### src/rtl/core_sequencer.sv
// core_sequencer: configurable phase sequencer for the multicycle RV32 core.
// Latency: NUM_PHASES cycles per instruction, plus one cycle per mem_wait cycle seen in MEM_PHASE.
// Backpressure: mem_wait parks the sequence in MEM_PHASE; halt/step park it at instruction boundaries.
//
// Ports:
//   clk, rst         core clock, synchronous active-high reset
//   mem_wait         memory not ready (looked at only in MEM_PHASE while running/stalled)
//   halt_req         level request to park at the next instruction boundary
//   step_req         one-cycle pulse, runs exactly one instruction while halted
//   retire_clr       synchronous clear of retire_cnt (wins over a coincident retire)
//   hold_if/mem/reg  freeze controls for InstFetch, MemoryAccess and the register file
//   phase            current phase index
//   halted           sequencer is parked at a boundary
//   retire           one-cycle pulse in the write-back phase
//   retire_cnt       free-running count of retired instructions
module core_sequencer #(
  parameter int NUM_PHASES = 8,
  parameter int CNT_W      = 4,
  parameter int IF_PHASE   = 0,
  parameter int MEM_PHASE  = 4,
  parameter int WB_PHASE   = 5
) (
  input  logic             clk,
  input  logic             rst,
  input  logic             mem_wait,
  input  logic             halt_req,
  input  logic             step_req,
  input  logic             retire_clr,
  output logic             hold_if,
  output logic             hold_mem,
  output logic             hold_reg,
  output logic [CNT_W-1:0] phase,
  output logic             halted,
  output logic             retire,
  output logic [31:0]      retire_cnt
);

  // Reject parameter sets that would make the phase map inconsistent.
  if (NUM_PHASES < 4 || NUM_PHASES > 16 || (2 ** CNT_W) < NUM_PHASES ||
      IF_PHASE != 0 || !(IF_PHASE < MEM_PHASE && MEM_PHASE < WB_PHASE) ||
      WB_PHASE > NUM_PHASES - 1) begin : g_bad_params
    $error("core_sequencer: illegal phase parameters");
  end

  localparam logic [CNT_W-1:0] LAST_P = CNT_W'(NUM_PHASES - 1);
  localparam logic [CNT_W-1:0] IF_P   = CNT_W'(IF_PHASE);
  localparam logic [CNT_W-1:0] MEM_P  = CNT_W'(MEM_PHASE);
  localparam logic [CNT_W-1:0] WB_P   = CNT_W'(WB_PHASE);

  typedef enum logic [1:0] {
    RUN   = 2'd0,
    STALL = 2'd1,
    HALT  = 2'd2
  } state_t;

  state_t           state, state_nxt;
  logic [CNT_W-1:0] phase_nxt;
  logic             step_pending, step_pending_nxt;

  // Next-state / next-phase logic.
  always_comb begin
    state_nxt        = state;
    phase_nxt        = phase;
    step_pending_nxt = step_pending;
    case (state)
      RUN: begin
        if (phase == MEM_P && mem_wait) begin
          // Phase stays put; the memory keeps its request up while we wait.
          state_nxt = STALL;
        end else if (phase == LAST_P) begin
          // Instruction boundary: the only place a halt may take effect.
          phase_nxt = '0;
          if (halt_req || step_pending) begin
            state_nxt        = HALT;
            step_pending_nxt = 1'b0;
          end
        end else begin
          phase_nxt = phase + 1'b1;
        end
      end
      STALL: begin
        // Leaving the stall also performs the MEM -> MEM+1 advance.
        if (!mem_wait) begin
          state_nxt = RUN;
          phase_nxt = MEM_P + 1'b1;
        end
      end
      HALT: begin
        phase_nxt = '0;
        if (step_req) begin
          // Run one instruction; the pending flag forces a re-halt at its end
          // even if halt_req has since dropped.
          step_pending_nxt = 1'b1;
          state_nxt        = RUN;
        end else if (!halt_req) begin
          state_nxt = RUN;
        end
      end
      default: begin
        state_nxt = RUN;
        phase_nxt = '0;
      end
    endcase
  end

  always_ff @(posedge clk) begin
    if (rst) begin
      state        <= RUN;
      phase        <= '0;
      step_pending <= 1'b0;
      retire_cnt   <= '0;
    end else begin
      state        <= state_nxt;
      phase        <= phase_nxt;
      step_pending <= step_pending_nxt;
      if (retire_clr) begin
        retire_cnt <= '0;
      end else if (retire) begin
        retire_cnt <= retire_cnt + 32'd1;
      end
    end
  end

  // Holds are decoded straight from registered state, so they only move on edges.
  // MemoryAccess stays enabled through STALL so its request remains asserted.
  assign hold_if  = !(state == RUN && phase == IF_P);
  assign hold_mem = !((state == RUN || state == STALL) && phase == MEM_P);
  assign hold_reg = !(state == RUN && phase == WB_P);
  assign retire   = !hold_reg;
  assign halted   = (state == HALT);

endmodule

### config.mk
export PLATFORM = sky130hd
export DESIGN_NAME = core_sequencer
export DESIGN_NICKNAME = d
export VERILOG_FILES = /design/src/rtl/core_sequencer.sv
export SDC_FILE = /design/constraint.sdc
export NUM_CORES = 1
export LEC_CHECK = 0
export CAP_MARGIN = 20
export CORE_UTILIZATION = 50
export DETAILED_ROUTE_END_ITERATION = 10
export PLACE_DENSITY = 0.86
export REMOVE_ABC_BUFFERS = 1
export SYNTH_ARGS = -nofsm -noshare
export SYNTH_HDL_FRONTEND = slang
export SYNTH_SLANG_ARGS = --single-unit
### constraint.sdc
create_clock -name clk -period 4.05 [get_ports clk]
set_clock_uncertainty 0.05 [all_clocks]
set_input_delay 0.6075 -clock clk [delete_from_list [all_inputs] [get_ports clk]]
set_output_delay 0.6075 -clock clk [all_outputs]
set_load 0.02 [all_outputs]
# Word level (Yosys, flattened, before mapping)
# Index checks and enable logic that the tools add are counted.
# W data, S select, Z words.
# op_classes
n_reduce_logical	16
mux	16
eq_ne	13
add_sub_neg	2
# op_table
op	n
$add A32 B1 Y32 const B	1
$eq A4 B3 Y1 const B	3
$mux W2	6
$mux W4	3
$ne A2 B2 Y1 const B	5
$ne A3 B3 Y1 const B	3
$pmux W4 S2	1
$pmux W2 S3	1
$reduce_and A5 Y1	1
$add A4 B1 Y4 const B	1
$logic_and A1 B1 Y1	4
$logic_not A4 Y1	1
$mux W1	4
$reduce_and A4 Y1	1
$logic_not A1 Y1	3
$eq A2 B1 Y1 const B	1
$eq A2 B2 Y1 const B	1
$logic_not A2 Y1	1
$logic_or A1 B1 Y1	2
$pmux W1 S2	1
$reduce_and A2 Y1	1
$reduce_bool A2 Y1	1
$reduce_or A2 Y1	1
# word_totals
in_bits	6
elab_cells	51
output_inout_bits	41
register_bits	39

# Depth between registers and ports, before layout
# logic_depth
ltp_word	5
ltp_mapped	8

# Least setup slack after synthesis
# Ideal clock, no wire load.
# synth_path
kind	register -> register
start	reg phase[0]
end	reg retire_cnt[27]
arrival_ns	2.096
required_ns	3.928
stages_incl_launch_ff	7
setup_ns	0.072
slack_ns	1.832
path_cell_list	dfxtp_1 > ha_1 > buf_2 > or3b_4 > or3_4 > nor4_2 > mux2i_1
# synth_between
elab_chain_len	2
# synth_rtl
item	line	source
from (decl)	32	output logic [CNT_W-1:0] phase,
from (signal assigned)	114	phase <= phase_nxt;
$eq A4 B3 Y1	128	assign hold_reg = !(state == RUN && phase == WB_P);
$logic_and A1 B1 Y1	128	
to (signal assigned)	119	retire_cnt <= retire_cnt + 32'd1;
to (decl)	35	output logic [31:0] retire_cnt
# No other way between the ends.
# A chain may end at the register's enable or synchronous reset.

# Worst setup path in the final report
# layout_path
start	reg phase[2]
end	out retire
# layout_between
elab_chain_len	2
# layout_rtl
item	line	source
$eq A4 B3 Y1	128	
$logic_and A1 B1 Y1	128	
to (decl)	34	output logic retire,
# No other way between the ends.

==> impl_metrics.ini <==
[outcome]
run_status = finished clean

[global_routing]
grt_pass1_vias = 1640
grt_overflow = 0
antenna_found_initial = 0
maximum_number_of_pins_on_one_net_before_global_route_repair = 25
grt_use_total = 0.226
grt_first_pass_wirelength_um = 7690

[synthesis]
synth_top_family_by_area = simple AND/OR/NAND/NOR gates
yosys.area_share.adder = 0.0239
yosys_most_used_dff = dfxtp_1
synth.cell_area_mm2 = 0.00209
yosys.cell_types.count = 43
post-synth-top-area-fraction = 0.373
yosysTopAreaCell = dfxtp_1
synth-compound-area-share = 0.151
synthCells = 247
synth-edff-count = 0
yosysSeqAreaShare = 0.373
muxShareOfSynthArea = 0.0239
synthSimpleGateAreaFrac = 0.343
postSynth.asyncResetShare = 0
flops_latches_synth = 39
post_synth.cell_area_avg_um2 = 8.46
top_cells_by_instance_count_after_synthesis = 39 x dfxtp_1, 21 x nand2_1, 19 x a21oi_1
synth.most_common_cell = dfxtp_1
synthXorXnorAreaFrac = 0.0377
synth.top_cells.by_area = dfxtp_1 37%, a21oi_1 4.5%, nand3_1 4.1%
yosysWarningCount = 0

[layout]
post-route-util = 0.660
filler_cell_count = 362
final_layout_net_count = 297
syn2layout_area_growth_pct = 26.2
post_route_cells_drive_above_1_share = 0.0625
antenna_cells = 0

[min_path]
hold_path_class = flop to flop

[critical_path]
worst-setup-path-type = flop to output port
worst_endpoint_data_arrival_time_ns = 2.06
cp_max_fo = 11
reg2reg_setup_slack_ns = 1.69
end_kind = output port
startpoint_type = flop
crit_required_ns = 3.39

[sta]
achievable-frequency_mhz = 368
finalHoldViolCount = 0
finalCriticalPeriod_ns = 2.71
final_slew_viol_count = 0
grt_setup_unrepaired = no
worst_slew_pin_slew_ns = 0.854
period_share = 0.670
setup_slack_ns = 1.34
finalHoldWorstSlack_ns = 0.420
fin_setup_tns_ns = 0
finalSetupViolations = 0
worst_slew_margin_rel = 0.431

[floorplan]
floorplan.die.height_um = 66.7
initial_core_util = 0.523
core.rowCount = 23
dieArea_mm2 = 0.00444
design.portCount = 47
coreArea_mm2 = 0.00400
die_w_um = 66.7

[detailed_routing]
route.detailed.vias_per_inst = 6.06
number_of_vias_after_detailed_routing = 2047
detailedRoute.firstIterationViolations = 137
detail-route-antenna-nets = 0
remaining_drc_errors = 0
dr_pass1_iterations = 4
detail_route.wl_per_cell_um = 13.9
finalWirelength_um = 4690

[job]
maxCapViolations = 0

[place]
dpl_worst_slack_ns = 1.60
place_congestion = 0.889
dpl.hpwl_um = 3250
place.port_buffers = 46

[pwr]
power-per-cell-area_mw_per_mm2 = 316
vdd.ir_drop.worst_uv = 257
power.leakage_nw = 0.795
fin_total_pwr_mw = 0.833

[cts]
clkSlewWorstSetupHoldPaths_ns = 0.07
clockBufferDepth = 2
tritoncts.num_buffers = 5
clk_latency_ns = 0.29
hold_buffers = 0
clock_tree.root_cell = clkbuf_8
post_cts_buffers = 0
cts_tree = yes
cts_sinks = 39
cts_resized = 0
cts.htree.levels = 2
==> power breakdown <==
group          switching [mW]  internal [mW]
logic                  0.0887         0.0725
registers              0.0196          0.394
clock network           0.138          0.120
==> area by class of cell <==
type	count	area [um2]	share of cell area
Tap cell	50	62.6	0.0237
Clock inverter	2	12.5	0.00474
Clock buffer	6	72.6	0.0275
Multi-Input combinational cell	186	1210	0.459
Sequential cell	39	781	0.296
Inverter	8	30.0	0.0114
Timing Repair Buffer	47	468	0.177
==> worst max-delay path, stage by stage, from the launching register on <==
cell and delay (ns):
dfxtp_1 0.52, nor4b_2 0.25, buf_4 0.21, nand2_1 0.13
inv_2 0.07, clkdlybuf4s50_1 0.59
==> sequential cells by signal, indices dropped and copies added, names as in the netlist <==
signal / cells
step_pending: 1
state: 2
retire_cnt: 32
phase: 4
==> cells in the final DEF (no fill, tap or decap), types with 2 or more instances in the layout <==
master	synthesis	routed
nand4b_1	2	2
mux2i_1	5	5
or3_4	2	2
o21ai_1	7	7
nor2b_1	2	2
o31a_1	3	3
nor4_2	5	5
nand4_1	10	10
and2_1	2	2
or3_1	8	8
inv_1	7	7
or2_1	2	2
a21oi_1	19	19
xnor2_1	2	2
clkdlybuf4s50_1	0	46
nor2_1	15	15
nand2_1	21	21
ha_1	4	4
or4_1	11	11
dfxtp_1	39	39
clkbuf_8	0	5
nand3_1	17	17
o21a_1	4	4
o31ai_1	11	11
nor4_1	6	6
xor2_1	7	7
and4_1	7	7
o21ai_0	2	2
==> layer usage <==
metal / global-route usage / vias to the layer above / wire length, um
met1: 0.302 / 952 / 2150
met4: 0.0718 / 0 / 59
met2: 0.350 / 78 / 2190
met5: 0 / - / 0
met3: 0.0616 / 7 / 297
li1: - / 1010 / -
==> path summary, 6_finish.rpt <==
path             startpoint        endpoint  cells after the start
max                phase[2]          retire                      5
min          retire_cnt[31]  retire_cnt[31]                      2
max reg2reg        phase[0]  retire_cnt[21]                      5
min reg2reg  retire_cnt[31]  retire_cnt[31]                      2
==> stage by stage <==
stage / instances / instance area [um2]
after floorplan: 233 / 2020
after global placement: 330 / 2550
after detailed placement: 330 / 2550
after CTS: 338 / 2640
after global routing: 338 / 2640
final: 338 / 2640
==> logic make-up (layout without fill, tap and decap cells) <==
| group | count (synthesis) | count (layout) |
|---|---|---|
| simple gates | 117 | 117 |
| compound gates | 51 | 51 |
| flops | 39 | 39 |
| buf+inv | 22 | 63 |
| xor+xnor | 9 | 9 |
| mux | 5 | 5 |
| fa+ha+maj | 4 | 4 |
(Power assumes the default switching activity.)
